===== src/rtl/proc_pkg.sv =====
// Shared encodings for the 16-bit, 8-register processor: opcodes, pipe FSM states and
// operand-forwarding selects.
package proc_pkg;

  localparam logic [4:0] OpLd  = 5'b10000;
  localparam logic [4:0] OpSt  = 5'b10010;
  localparam logic [4:0] OpLl  = 5'b01000;
  localparam logic [4:0] OpLh  = 5'b01001;
  localparam logic [4:0] OpHlt = 5'b11111;

  // r7 is written through a side path, so writes to it never need forwarding.
  localparam logic [2:0] SideReg = 3'd7;

  typedef enum logic [2:0] {
    StRun,
    StLdStall,
    StMemWait,
    StFlush,
    StDrain,
    StHalted
  } pipe_state_t;

  typedef enum logic [1:0] {
    FwdRf  = 2'b00,
    FwdEx  = 2'b01,
    FwdMem = 2'b10
  } fwd_sel_t;

  function automatic fwd_sel_t fwd_pick(input logic [2:0] src, input logic ex_ok,
                                        input logic [2:0] ex_rd, input logic mem_ok,
                                        input logic [2:0] mem_rd);
    if (ex_ok && (src == ex_rd)) return FwdEx;
    if (mem_ok && (src == mem_rd)) return FwdMem;
    return FwdRf;
  endfunction

endpackage


===== src/rtl/pipe_ctrl_if.sv =====
// Decode-side fields in, pipeline control and forwarding selects out.
interface pipe_ctrl_if;
  import proc_pkg::*;

  logic       dec_valid;
  logic [4:0] dec_opcode;
  logic [2:0] dec_rs1;
  logic [2:0] dec_rs2;
  logic [2:0] dec_rd;
  logic       dec_wren;
  logic       dec_ren_mem;
  logic       dec_wren_mem;
  logic       dec_hlt;
  logic       ex_branch_taken;
  logic       mem_ready;

  logic       stall_fd;
  logic       bubble_ex;
  logic       flush_fd;
  logic       freeze;
  fwd_sel_t   fwd1_sel;
  fwd_sel_t   fwd2_sel;
  logic       halted;

  modport master (
    output dec_valid, dec_opcode, dec_rs1, dec_rs2, dec_rd, dec_wren, dec_ren_mem,
           dec_wren_mem, dec_hlt, ex_branch_taken, mem_ready,
    input  stall_fd, bubble_ex, flush_fd, freeze, fwd1_sel, fwd2_sel, halted
  );

  modport slave (
    input  dec_valid, dec_opcode, dec_rs1, dec_rs2, dec_rd, dec_wren, dec_ren_mem,
           dec_wren_mem, dec_hlt, ex_branch_taken, mem_ready,
    output stall_fd, bubble_ex, flush_fd, freeze, fwd1_sel, fwd2_sel, halted
  );
endinterface


===== src/rtl/hazard_scoreboard.sv =====
// Tracks the destinations of the instructions in EX and MEM and derives the forwarding
// selects and the load-use hazard from them.
module hazard_scoreboard
  import proc_pkg::*;
(
  input  logic       clk,
  input  logic       rst_n,
  input  logic       advance_i,
  input  logic       insert_i,
  input  logic       dec_valid_i,
  input  logic [2:0] dec_rs1_i,
  input  logic [2:0] dec_rs2_i,
  input  logic [2:0] dec_rd_i,
  input  logic       dec_wren_i,
  input  logic       dec_ren_mem_i,
  input  logic       dec_wren_mem_i,
  output fwd_sel_t   fwd1_sel_o,
  output fwd_sel_t   fwd2_sel_o,
  output logic       load_use_o,
  output logic       ex_v_o,
  output logic       mem_v_o,
  output logic       mem_memop_o
);

  logic       ex_v_q, ex_v_d, ex_wr_q, ex_wr_d, ex_ld_q, ex_ld_d, ex_memop_q, ex_memop_d;
  logic [2:0] ex_rd_q, ex_rd_d, mem_rd_q;
  logic       mem_v_q, mem_wr_q, mem_memop_q;
  logic       ex_fwd_ok, mem_fwd_ok;

  always_comb begin
    ex_v_d     = dec_valid_i & insert_i;
    ex_rd_d    = dec_rd_i;
    ex_wr_d    = dec_wren_i & (dec_rd_i != SideReg);
    ex_ld_d    = dec_ren_mem_i;
    ex_memop_d = dec_ren_mem_i | dec_wren_mem_i;
  end

  always_ff @(posedge clk or negedge rst_n) begin
    if (!rst_n) begin
      ex_v_q      <= 1'b0;
      ex_rd_q     <= 3'd0;
      ex_wr_q     <= 1'b0;
      ex_ld_q     <= 1'b0;
      ex_memop_q  <= 1'b0;
      mem_v_q     <= 1'b0;
      mem_rd_q    <= 3'd0;
      mem_wr_q    <= 1'b0;
      mem_memop_q <= 1'b0;
    end else if (advance_i) begin
      mem_v_q     <= ex_v_q;
      mem_rd_q    <= ex_rd_q;
      mem_wr_q    <= ex_wr_q;
      mem_memop_q <= ex_memop_q;
      ex_v_q      <= ex_v_d;
      ex_rd_q     <= ex_rd_d;
      ex_wr_q     <= ex_wr_d;
      ex_ld_q     <= ex_ld_d;
      ex_memop_q  <= ex_memop_d;
    end
  end

  // A load in EX has no result yet; its consumer must wait for the MEM path.
  assign ex_fwd_ok  = ex_v_q & ex_wr_q & ~ex_ld_q;
  assign mem_fwd_ok = mem_v_q & mem_wr_q;

  assign fwd1_sel_o  = fwd_pick(dec_rs1_i, ex_fwd_ok, ex_rd_q, mem_fwd_ok, mem_rd_q);
  assign fwd2_sel_o  = fwd_pick(dec_rs2_i, ex_fwd_ok, ex_rd_q, mem_fwd_ok, mem_rd_q);
  assign load_use_o  = dec_valid_i & ex_v_q & ex_ld_q &
                       ((dec_rs1_i == ex_rd_q) | (dec_rs2_i == ex_rd_q));
  assign ex_v_o      = ex_v_q;
  assign mem_v_o     = mem_v_q;
  assign mem_memop_o = mem_memop_q;

endmodule


===== src/rtl/pipe_ctrl.sv =====
// Pipeline sequencer: stall/bubble/flush/freeze control, forwarding selects and halt
// sequencing beside the decode stage.
module pipe_ctrl
  import proc_pkg::*;
#(
  parameter int unsigned FLUSH_CYCLES = 2
) (
  input logic        clk,
  input logic        rst_n,
  pipe_ctrl_if.slave bus
);

  localparam logic [2:0] FlushLoad = 3'(FLUSH_CYCLES - 1);

  pipe_state_t state_q, state_d;
  logic [2:0]  cnt_q, cnt_d;
  logic        stall_fd, bubble_ex, flush_fd, freeze, halted;
  logic        load_use, ex_v, mem_v, mem_memop, mem_wait;

  hazard_scoreboard u_scoreboard (
    .clk            (clk),
    .rst_n          (rst_n),
    .advance_i      (~freeze),
    .insert_i       (~(bubble_ex | flush_fd | stall_fd)),
    .dec_valid_i    (bus.dec_valid),
    .dec_rs1_i      (bus.dec_rs1),
    .dec_rs2_i      (bus.dec_rs2),
    .dec_rd_i       (bus.dec_rd),
    .dec_wren_i     (bus.dec_wren),
    .dec_ren_mem_i  (bus.dec_ren_mem),
    .dec_wren_mem_i (bus.dec_wren_mem),
    .fwd1_sel_o     (bus.fwd1_sel),
    .fwd2_sel_o     (bus.fwd2_sel),
    .load_use_o     (load_use),
    .ex_v_o         (ex_v),
    .mem_v_o        (mem_v),
    .mem_memop_o    (mem_memop)
  );

  assign mem_wait = mem_v & mem_memop & ~bus.mem_ready;

  always_comb begin
    state_d   = state_q;
    cnt_d     = cnt_q;
    stall_fd  = 1'b0;
    bubble_ex = 1'b0;
    flush_fd  = 1'b0;
    freeze    = 1'b0;
    halted    = 1'b0;
    unique case (state_q)
      StRun, StLdStall, StDrain: begin
        if (mem_wait) begin
          freeze  = 1'b1;
          state_d = StMemWait;
        end else if (bus.ex_branch_taken) begin
          flush_fd  = 1'b1;
          bubble_ex = 1'b1;
          cnt_d     = FlushLoad;
          state_d   = (FlushLoad == 3'd0) ? StRun : StFlush;
        end else if ((bus.dec_valid && bus.dec_hlt) || (state_q == StDrain)) begin
          stall_fd  = 1'b1;
          bubble_ex = 1'b1;
          state_d   = ((state_q == StDrain) && !ex_v && !mem_v) ? StHalted : StDrain;
        end else if (load_use) begin
          stall_fd  = 1'b1;
          bubble_ex = 1'b1;
          state_d   = StLdStall;
        end else begin
          state_d = StRun;
        end
      end
      StMemWait: begin
        if (bus.mem_ready) begin
          state_d = StRun;
          // The frozen decode/EX pair may still form a load-use hazard.
          if (load_use) begin
            stall_fd  = 1'b1;
            bubble_ex = 1'b1;
          end
        end else begin
          freeze = 1'b1;
        end
      end
      StFlush: begin
        flush_fd  = 1'b1;
        bubble_ex = 1'b1;
        cnt_d     = cnt_q - 3'd1;
        if (cnt_q <= 3'd1) state_d = StRun;
      end
      StHalted: begin
        halted    = 1'b1;
        stall_fd  = 1'b1;
        bubble_ex = 1'b1;
      end
      default: state_d = StRun;
    endcase
    // Controls read as idle for as long as reset is held.
    if (!rst_n) begin
      stall_fd  = 1'b0;
      bubble_ex = 1'b0;
      flush_fd  = 1'b0;
      freeze    = 1'b0;
      halted    = 1'b0;
    end
  end

  always_ff @(posedge clk or negedge rst_n) begin
    if (!rst_n) begin
      state_q <= StRun;
      cnt_q   <= 3'd0;
    end else begin
      state_q <= state_d;
      cnt_q   <= cnt_d;
    end
  end

  assign bus.stall_fd  = stall_fd;
  assign bus.bubble_ex = bubble_ex;
  assign bus.flush_fd  = flush_fd;
  assign bus.freeze    = freeze;
  assign bus.halted    = halted;

endmodule


===== src/flat_wrapper.sv =====
// flat-port wrapper written by rule: the top's interface ports become plain ports
module pipe_ctrl_flat import proc_pkg::*;
#(
  parameter int unsigned FLUSH_CYCLES = 2
)
  (clk, rst_n, bus_dec_valid, bus_dec_opcode, bus_dec_rs1, bus_dec_rs2, bus_dec_rd, bus_dec_wren, bus_dec_ren_mem, bus_dec_wren_mem, bus_dec_hlt, bus_ex_branch_taken, bus_mem_ready, bus_stall_fd, bus_bubble_ex, bus_flush_fd, bus_freeze, bus_fwd1_sel, bus_fwd2_sel, bus_halted);
  pipe_ctrl_if bus_i ();
  input logic clk;
  input logic rst_n;
  input wire logic [$bits(bus_i.dec_valid)-1:0] bus_dec_valid;
  input wire logic [$bits(bus_i.dec_opcode)-1:0] bus_dec_opcode;
  input wire logic [$bits(bus_i.dec_rs1)-1:0] bus_dec_rs1;
  input wire logic [$bits(bus_i.dec_rs2)-1:0] bus_dec_rs2;
  input wire logic [$bits(bus_i.dec_rd)-1:0] bus_dec_rd;
  input wire logic [$bits(bus_i.dec_wren)-1:0] bus_dec_wren;
  input wire logic [$bits(bus_i.dec_ren_mem)-1:0] bus_dec_ren_mem;
  input wire logic [$bits(bus_i.dec_wren_mem)-1:0] bus_dec_wren_mem;
  input wire logic [$bits(bus_i.dec_hlt)-1:0] bus_dec_hlt;
  input wire logic [$bits(bus_i.ex_branch_taken)-1:0] bus_ex_branch_taken;
  input wire logic [$bits(bus_i.mem_ready)-1:0] bus_mem_ready;
  output wire logic [$bits(bus_i.stall_fd)-1:0] bus_stall_fd;
  output wire logic [$bits(bus_i.bubble_ex)-1:0] bus_bubble_ex;
  output wire logic [$bits(bus_i.flush_fd)-1:0] bus_flush_fd;
  output wire logic [$bits(bus_i.freeze)-1:0] bus_freeze;
  output wire logic [$bits(bus_i.fwd1_sel)-1:0] bus_fwd1_sel;
  output wire logic [$bits(bus_i.fwd2_sel)-1:0] bus_fwd2_sel;
  output wire logic [$bits(bus_i.halted)-1:0] bus_halted;
  assign bus_i.dec_valid = bus_dec_valid;
  assign bus_i.dec_opcode = bus_dec_opcode;
  assign bus_i.dec_rs1 = bus_dec_rs1;
  assign bus_i.dec_rs2 = bus_dec_rs2;
  assign bus_i.dec_rd = bus_dec_rd;
  assign bus_i.dec_wren = bus_dec_wren;
  assign bus_i.dec_ren_mem = bus_dec_ren_mem;
  assign bus_i.dec_wren_mem = bus_dec_wren_mem;
  assign bus_i.dec_hlt = bus_dec_hlt;
  assign bus_i.ex_branch_taken = bus_ex_branch_taken;
  assign bus_i.mem_ready = bus_mem_ready;
  assign bus_stall_fd = bus_i.stall_fd;
  assign bus_bubble_ex = bus_i.bubble_ex;
  assign bus_flush_fd = bus_i.flush_fd;
  assign bus_freeze = bus_i.freeze;
  assign bus_fwd1_sel = bus_i.fwd1_sel;
  assign bus_fwd2_sel = bus_i.fwd2_sel;
  assign bus_halted = bus_i.halted;
  pipe_ctrl #(.FLUSH_CYCLES(FLUSH_CYCLES)) u_core (.clk(clk), .rst_n(rst_n), .bus(bus_i));
endmodule

===== config.mk =====
export PLATFORM = sky130hd
export DESIGN_NAME = pipe_ctrl_flat
export DESIGN_NICKNAME = d
export VERILOG_FILES = /design/src/rtl/proc_pkg.sv /design/src/rtl/pipe_ctrl_if.sv /design/src/rtl/hazard_scoreboard.sv /design/src/rtl/pipe_ctrl.sv /design/src/flat_wrapper.sv
export SDC_FILE = /design/constraint.sdc
export NUM_CORES = 1
export LEC_CHECK = 0
export CAP_MARGIN = 10
export CORE_MARGIN = 1
export CORE_UTILIZATION = 35
export CTS_CLUSTER_SIZE = 28
export DETAILED_ROUTE_END_ITERATION = 10
export PLACE_DENSITY = 0.68
export SYNTH_ARGS = -nofsm -noshare
export SYNTH_HDL_FRONTEND = slang
export SYNTH_HIERARCHICAL = 1
export SYNTH_SLANG_ARGS = --single-unit

===== constraint.sdc =====
create_clock -name clk -period 4.15 [get_ports clk]
set_input_delay 1.245 -clock clk [delete_from_list [all_inputs] [get_ports clk]]
set_output_delay 1.245 -clock clk [all_outputs]
set_load 0.005 [all_outputs]

# After elaboration in Yosys (flattened, before gate mapping)
# Cells that the tools add are included.
# Widths: inputs -> output; s select.
# word_totals
out_inout_bits	9
in_bits	23
reg_bits	19
# op_classes
bitwise	18
n_eq_ne	14
order_cmp	1
n_reduce_logical	16
n_addsub	1
mux	46
# op_table
operator	n
$mux 1	25
$mux 3	7
$mux 2	8
$eq 3x3->1	4
$pmux 3 s4	1
$and 1x1->1	10
$logic_and 1x1->1	7
$eq 3x2->1 const B	2
$eq 3x3->1 const B	2
$ne 2x2->1 const B	3
$pmux 1 s3	2
$pmux 3 s2	1
$reduce_and 3->1	2
$not 1->1	4
$or 1x1->1	4
$pmux 1 s2	2
$eq 3x1->1 const B	1
$le 3x1->1 const B	1
$logic_not 3->1	1
$ne 3x3->1 const B	1
$reduce_or 3->1	1
$sub 3x1->3 const B	1
$logic_not 1->1	2
$ne 2x1->1 const B	1
other kinds (3)	3

# Depth between registers and ports, before layout
# Gate-level depths: netlist of the first run.
# logic_depth
ltp_word	13
depth_mapped	9
mapped_depth_nobuf	8

# Cells and area by module
# Netlist of the first run, hierarchy kept.
# modules_own_cells
mod	instances	area_per_inst_um2	cells_each
hazard_scoreboard	1	688.2	58
pipe_ctrl	1	533.0	68

# Worst setup path before layout of the first run
# No wires, ideal clock.
# synth_path
path_type	input-to-output
startpoint	input port bus_dec_rs1[2]
endpoint	output port bus_stall_fd
arrival_ps	2271
required_ps	2905
path_stages	6
setup_slack_ps	634
n_path_buf	0
path_cell_list	xnor2_1 > nand3_1 > a21oi_1 > inv_1 > a211o_1 > a31oi_1
# synth_between
elab_chain_cells	9
# synth_rtl
element	line	source
from (decl)	flat_wrapper.sv:12	input wire logic [$bits(bus_i.dec_rs1)-1:0] bus_dec_rs1;
$eq 3x3->1 *	hazard_scoreboard.sv:69	((dec_rs1_i == ex_rd_q) | (dec_rs2_i == ex_rd_q));
$or 1x1->1 *	hazard_scoreboard.sv:69	
$and 1x1->1 *	hazard_scoreboard.sv:68	assign load_use_o = dec_valid_i & ex_v_q & ex_ld_q &
named net u_core.load_use	pipe_ctrl.sv:18	logic load_use, ex_v, mem_v, mem_memop, mem_wait;
$mux 1 *	pipe_ctrl.sv:64, pipe_ctrl.sv:76	
$mux 1	pipe_ctrl.sv:60	end else if ((bus.dec_valid && bus.dec_hlt) || (state_q == StDrain)) begin
$mux 1	pipe_ctrl.sv:55	end else if (bus.ex_branch_taken) begin
$mux 1	pipe_ctrl.sv:52	if (mem_wait) begin
$pmux 1 s3 *	pipe_ctrl.sv:50	unique case (state_q)
$mux 1 *	pipe_ctrl.sv:98	if (!rst_n) begin
to (decl)	flat_wrapper.sv:21	output wire logic [$bits(bus_i.stall_fd)-1:0] bus_stall_fd;
# Mark *: on every way through the listed nets, which the timed path passes. The rest lies on a longest branch.

# Worst setup path after layout of the first run
# layout_path
startpoint	input port bus_dec_rs2[0]
endpoint	output port bus_bubble_ex
# layout_between
elab_chain_cells	9
# layout_rtl
element	line	source
from (decl)	flat_wrapper.sv:13	input wire logic [$bits(bus_i.dec_rs2)-1:0] bus_dec_rs2;
$eq 3x3->1 *	hazard_scoreboard.sv:69	
$or 1x1->1 *	hazard_scoreboard.sv:69	
$and 1x1->1 *	hazard_scoreboard.sv:68	
named net u_core.load_use	pipe_ctrl.sv:18	
$mux 1 *	pipe_ctrl.sv:64, pipe_ctrl.sv:76	
$mux 1	pipe_ctrl.sv:60	
$mux 1	pipe_ctrl.sv:55	
$mux 1	pipe_ctrl.sv:52	
$pmux 1 s3 *	pipe_ctrl.sv:50	
$mux 1 *	pipe_ctrl.sv:98	
to (decl)	flat_wrapper.sv:22	output wire logic [$bits(bus_i.bubble_ex)-1:0] bus_bubble_ex;
# Marked as above.

==> results of run 1 <==
-- per-layer routing --
metal,routed length (um),share of wire (%)
met1,1300,46
met2,1390,50
met3,103,3.7
met4,13,0.46
met5,0,0
-- layout by cell type, fill, tap and decap left out, types with 2 or more instances in the layout --
cell / count
o21ai_0: 8
and4b_4: 2
dfrtp_1: 19
nor2_1: 5
nor4_2: 2
a21oi_1: 5
dlygate4sd2_1: 8
a211o_1: 2
clkdlybuf4s50_1: 17
nand2_1: 11
buf_4: 17
ha_1: 2
inv_1: 6
xor2_1: 4
clkbuf_4: 3
mux2_2: 11
a21oi_2: 3
nand3_1: 11
and3_1: 2
xnor2_1: 3
xnor2_2: 5
a31oi_1: 2
nand3b_1: 3
-- cell families (layout without fill, tap and decap cells) --
family,count (synthesis),count (layout)
flops,19,19
compound gates,28,28
fa+ha+maj,2,2
simple gates,43,43
buf+inv,11,53
xor+xnor,12,12
mux,11,11
-- what timing repair did --
| item | 4_1_cts | 5_1_grt |
|---|---|---|
| pin swaps | 6 | 1 |
| buffers inserted | 0 | 1 |
| resized for setup | 14 | 1 |
| hold endpoints to repair | 0 | 0 |
| endpoints found under the setup margin | 3 | 1 |
-- path summary, 6_finish.rpt --
kind                                                             from                                     endpoint  slack [ns]  cells past startpoint
min reg2reg                u_core/u_scoreboard/ex_memop_q$_DFFE_PN0P_  u_core/u_scoreboard/mem_memop_o$_DFFE_PN0P_        0.53                      1
min                        u_core/u_scoreboard/ex_memop_q$_DFFE_PN0P_  u_core/u_scoreboard/mem_memop_o$_DFFE_PN0P_        0.53                      1
min in group asynchronous                                       rst_n                  u_core/cnt_q[1]$_DFFE_PN0P_        1.21                      1
max reg2reg                             u_core/state_q[0]$_DFFE_PN0P_     u_core/u_scoreboard/mem_wr_q$_DFFE_PN0P_        2.07                      5
max                                                    bus_dec_rs2[0]                                bus_bubble_ex        0.13                      9
max in group asynchronous                                       rst_n     u_core/u_scoreboard/mem_wr_q$_DFFE_PN0P_        2.44                      2
-- registers in the layout (all words and copies together), names as in the netlist --
name	flops
u_core/state_q	3
u_core/u_scoreboard/ex_memop_q	1
u_core/u_scoreboard/ex_v_o	1
u_core/u_scoreboard/ex_rd_q	3
u_core/cnt_q	3
u_core/u_scoreboard/mem_rd_q	3
u_core/u_scoreboard/mem_wr_q	1
u_core/u_scoreboard/ex_wr_q	1
u_core/u_scoreboard/mem_v_o	1
u_core/u_scoreboard/mem_memop_o	1
u_core/u_scoreboard/ex_ld_q	1
-- critical path, stage by stage --
cell and delay [ns]:
dlygate4sd2_1 0.27, xnor2_2 0.17, nand3_1 0.11, a21oi_2 0.17
buf_4 0.14, a21oi_1 0.05, o21ai_1 0.21, o211a_1 0.18
dlygate4sd2_1 0.22
-- through the flow --
stage / std cells / area [um2] / setup WS, ns / utilization, %
2_1_floorplan: 126 / 1220 / 0.634 / -
3_3_place_gp: 209 / 1630 / -0.394 / 48.8
3_5_place_dp: 209 / 1630 / -0.409 / 48.8
4_1_cts: 213 / 1690 / 0.0310 / 50.5
5_1_grt: 214 / 1700 / 0.00807 / 50.8
6_report: 214 / 1700 / 0.126 / 50.8
-- power by group through the flow --
stage	Sequential (W)	Combinational (W)	Clock, W
3_3_place_gp	0.000324	0.000330	0
4_1_cts	0.000331	0.000343	0.000101
5_1_grt	0.000342	0.000383	0.000110
2_1_floorplan	0.000291	0.000250	0
6_report	0.000333	0.000344	0.0000962
3_5_place_dp	0.000332	0.000339	0
-- layout make-up --
type	count	area, um2
clock buffers	3	22.5
fillers	339	1640
well taps	46	57.6
multi-input cells	96	733
repair buffers	43	380
flip-flops and latches	19	475
clock inverters	1	5.00
inverters	6	22.5
==> summary.md, run 1 <==
| Metric | Value |
|---|---|
| Final hold vios | 0 |
| Drt drc | 0 |
| Core Region | 3340 um2 |
| Clk root buf | clkbuf_4 |
| Mapped Area | 1220 um2 |
| Sw Share | 39.2% |
| Critical setup path kind | in -> out |
| Number of flops mapped to enable cells by yosys | 0 |
| Clock share of power | 12.4% |
| GPL Wtd Cong | 0.846 |
| Via count of the first global-routing pass | 982 |
| Die W | 61.1 um |
| Synth Area in Compound Gates | 15.0% |
| Worst slew pin tran | 0.572 ns |
| Sequential share of power | 43.1% |
| Sequential area share after synthesis | 38.9% |
| TritonCTS clock tree | built |
| WP data required | 2.90 ns |
| M1 GR Usage | 20.6% |
| Pwr dens | 455 nW/um2 |
| IR drop worst, VDD | 0.226 mV |
| Overall Power | 0.000773 W |
| Via count | 1075 |
| Global route overflow | 0 |
| Largest family of logic cells by synthesized area | simple AND/OR/NAND/NOR gates |
| Routed WL per cell | 13.1 um |
| Mapped Nets | 151 |
| Flops & latches, synth | 19 |
| Inserted Diodes | 0 |
| Gr busiest metal | met2 |
| Ranking of synthesized cells by area | dfrtp_1 (39%), mux2_2 (10%), xnor2_1 (5.7%) |
| Synth unique cells | 35 |
| TritonRoute pass-1 iters | 3 |
| Largest net degree at the start of global routing | 17 |
| RSZ-0062 raised after global routing | false |
| Leak | 0.741 nW |
| Via/cell ratio | 5.02 |
| Post-Synth Adder-Cell Area | 2.05% |
| HP Class | reg -> reg |
| Post-synth top area share | 38.9% |
| Clk pin slew, worst setup/hold paths | 0.11 ns |
| CTS Buf Count | 3 |
| Max Cap Violations | 0 |
| CP max FO | 4 |
| WHS | 0.534 ns |
| Multiplexer share of the synthesized area | 10.1% |
| Final HPWL DP | 2160 um |
| GR Layer Usage met2 | 28.1% |
| Syn avg cell area | 9.69 um2 |
| Status | finished, final reports clean |
| Peak Freq | 249 MHz |
| Dominant cell type by area after synthesis | dfrtp_1 |
| Layout cells sized above 1 | 27.4% |
| Clk buf depth | 2 |
| Post-layout min period | 4.02 ns |
| Synth warn | 6 |
| Startpoint types | input pin |
| Worst Path Arrival | 2.78 ns |
| Rows | 21 |
| Ys flop type | dfrtp_1 |
| Clock Skews | 0.0101 ns |
| P&R area growth vs syn | 38.9% |
| CTS Sinks | 19 |
| H-tree levels | 1 |
| Synth Area in XOR/XNOR | 8.61% |
| Max_slew headroom | 61.8% |
| # setup viols final | 0 |
| Count leader, synth | dfrtp_1 |
| Port bufs | 26 |
| Post-Synthesis Cells | 126 |
| Initial drt markers | 32 |
| Comb power frac | 44.5% |
| First-pass GRT wire length | 4420 um |
| Internal power | 0.000470 W |
| Ports | 32 |
| Final nets | 194 |
| Sw Pwr | 0.000303 W |
| Initial Util | 36.6% |
| Die Ht | 61.1 um |
| Grt met3 use | 4.83% |
| Clk Latency, worst-skew pair | 0.30 ns |
| Simple-Gate Fraction of Synth Area | 20.9% |
| Setup TNS Final | 0 ns |
| Synth top cells by count | dfrtp_1 (19), mux2_2 (11), nand2_1 (11), nand3_1 (11) |
| Ys async rst share | 100% |
| Final antenna-violating net count | 0 |
| Hold_buf cts | 0 |
| Crit end category | output pin |
| Final Cycle Share | 97.0% |
| DRT Wirelength | 2810 um |
| Max Slew Vio Count | 0 |
| Die area | 3730 um2 |
| Antenna violations before repair | 0 |
| All-Layer GR Usage | 16.5% |
No activity file was read; power rests on OpenSTA's default activity.
==> inputs of run 2 (changes only) <==
- CAP_MARGIN: 10 -> 15
==> results of run 2 <==
No change in the layout: final DEF, timing and power equal those of run 1.
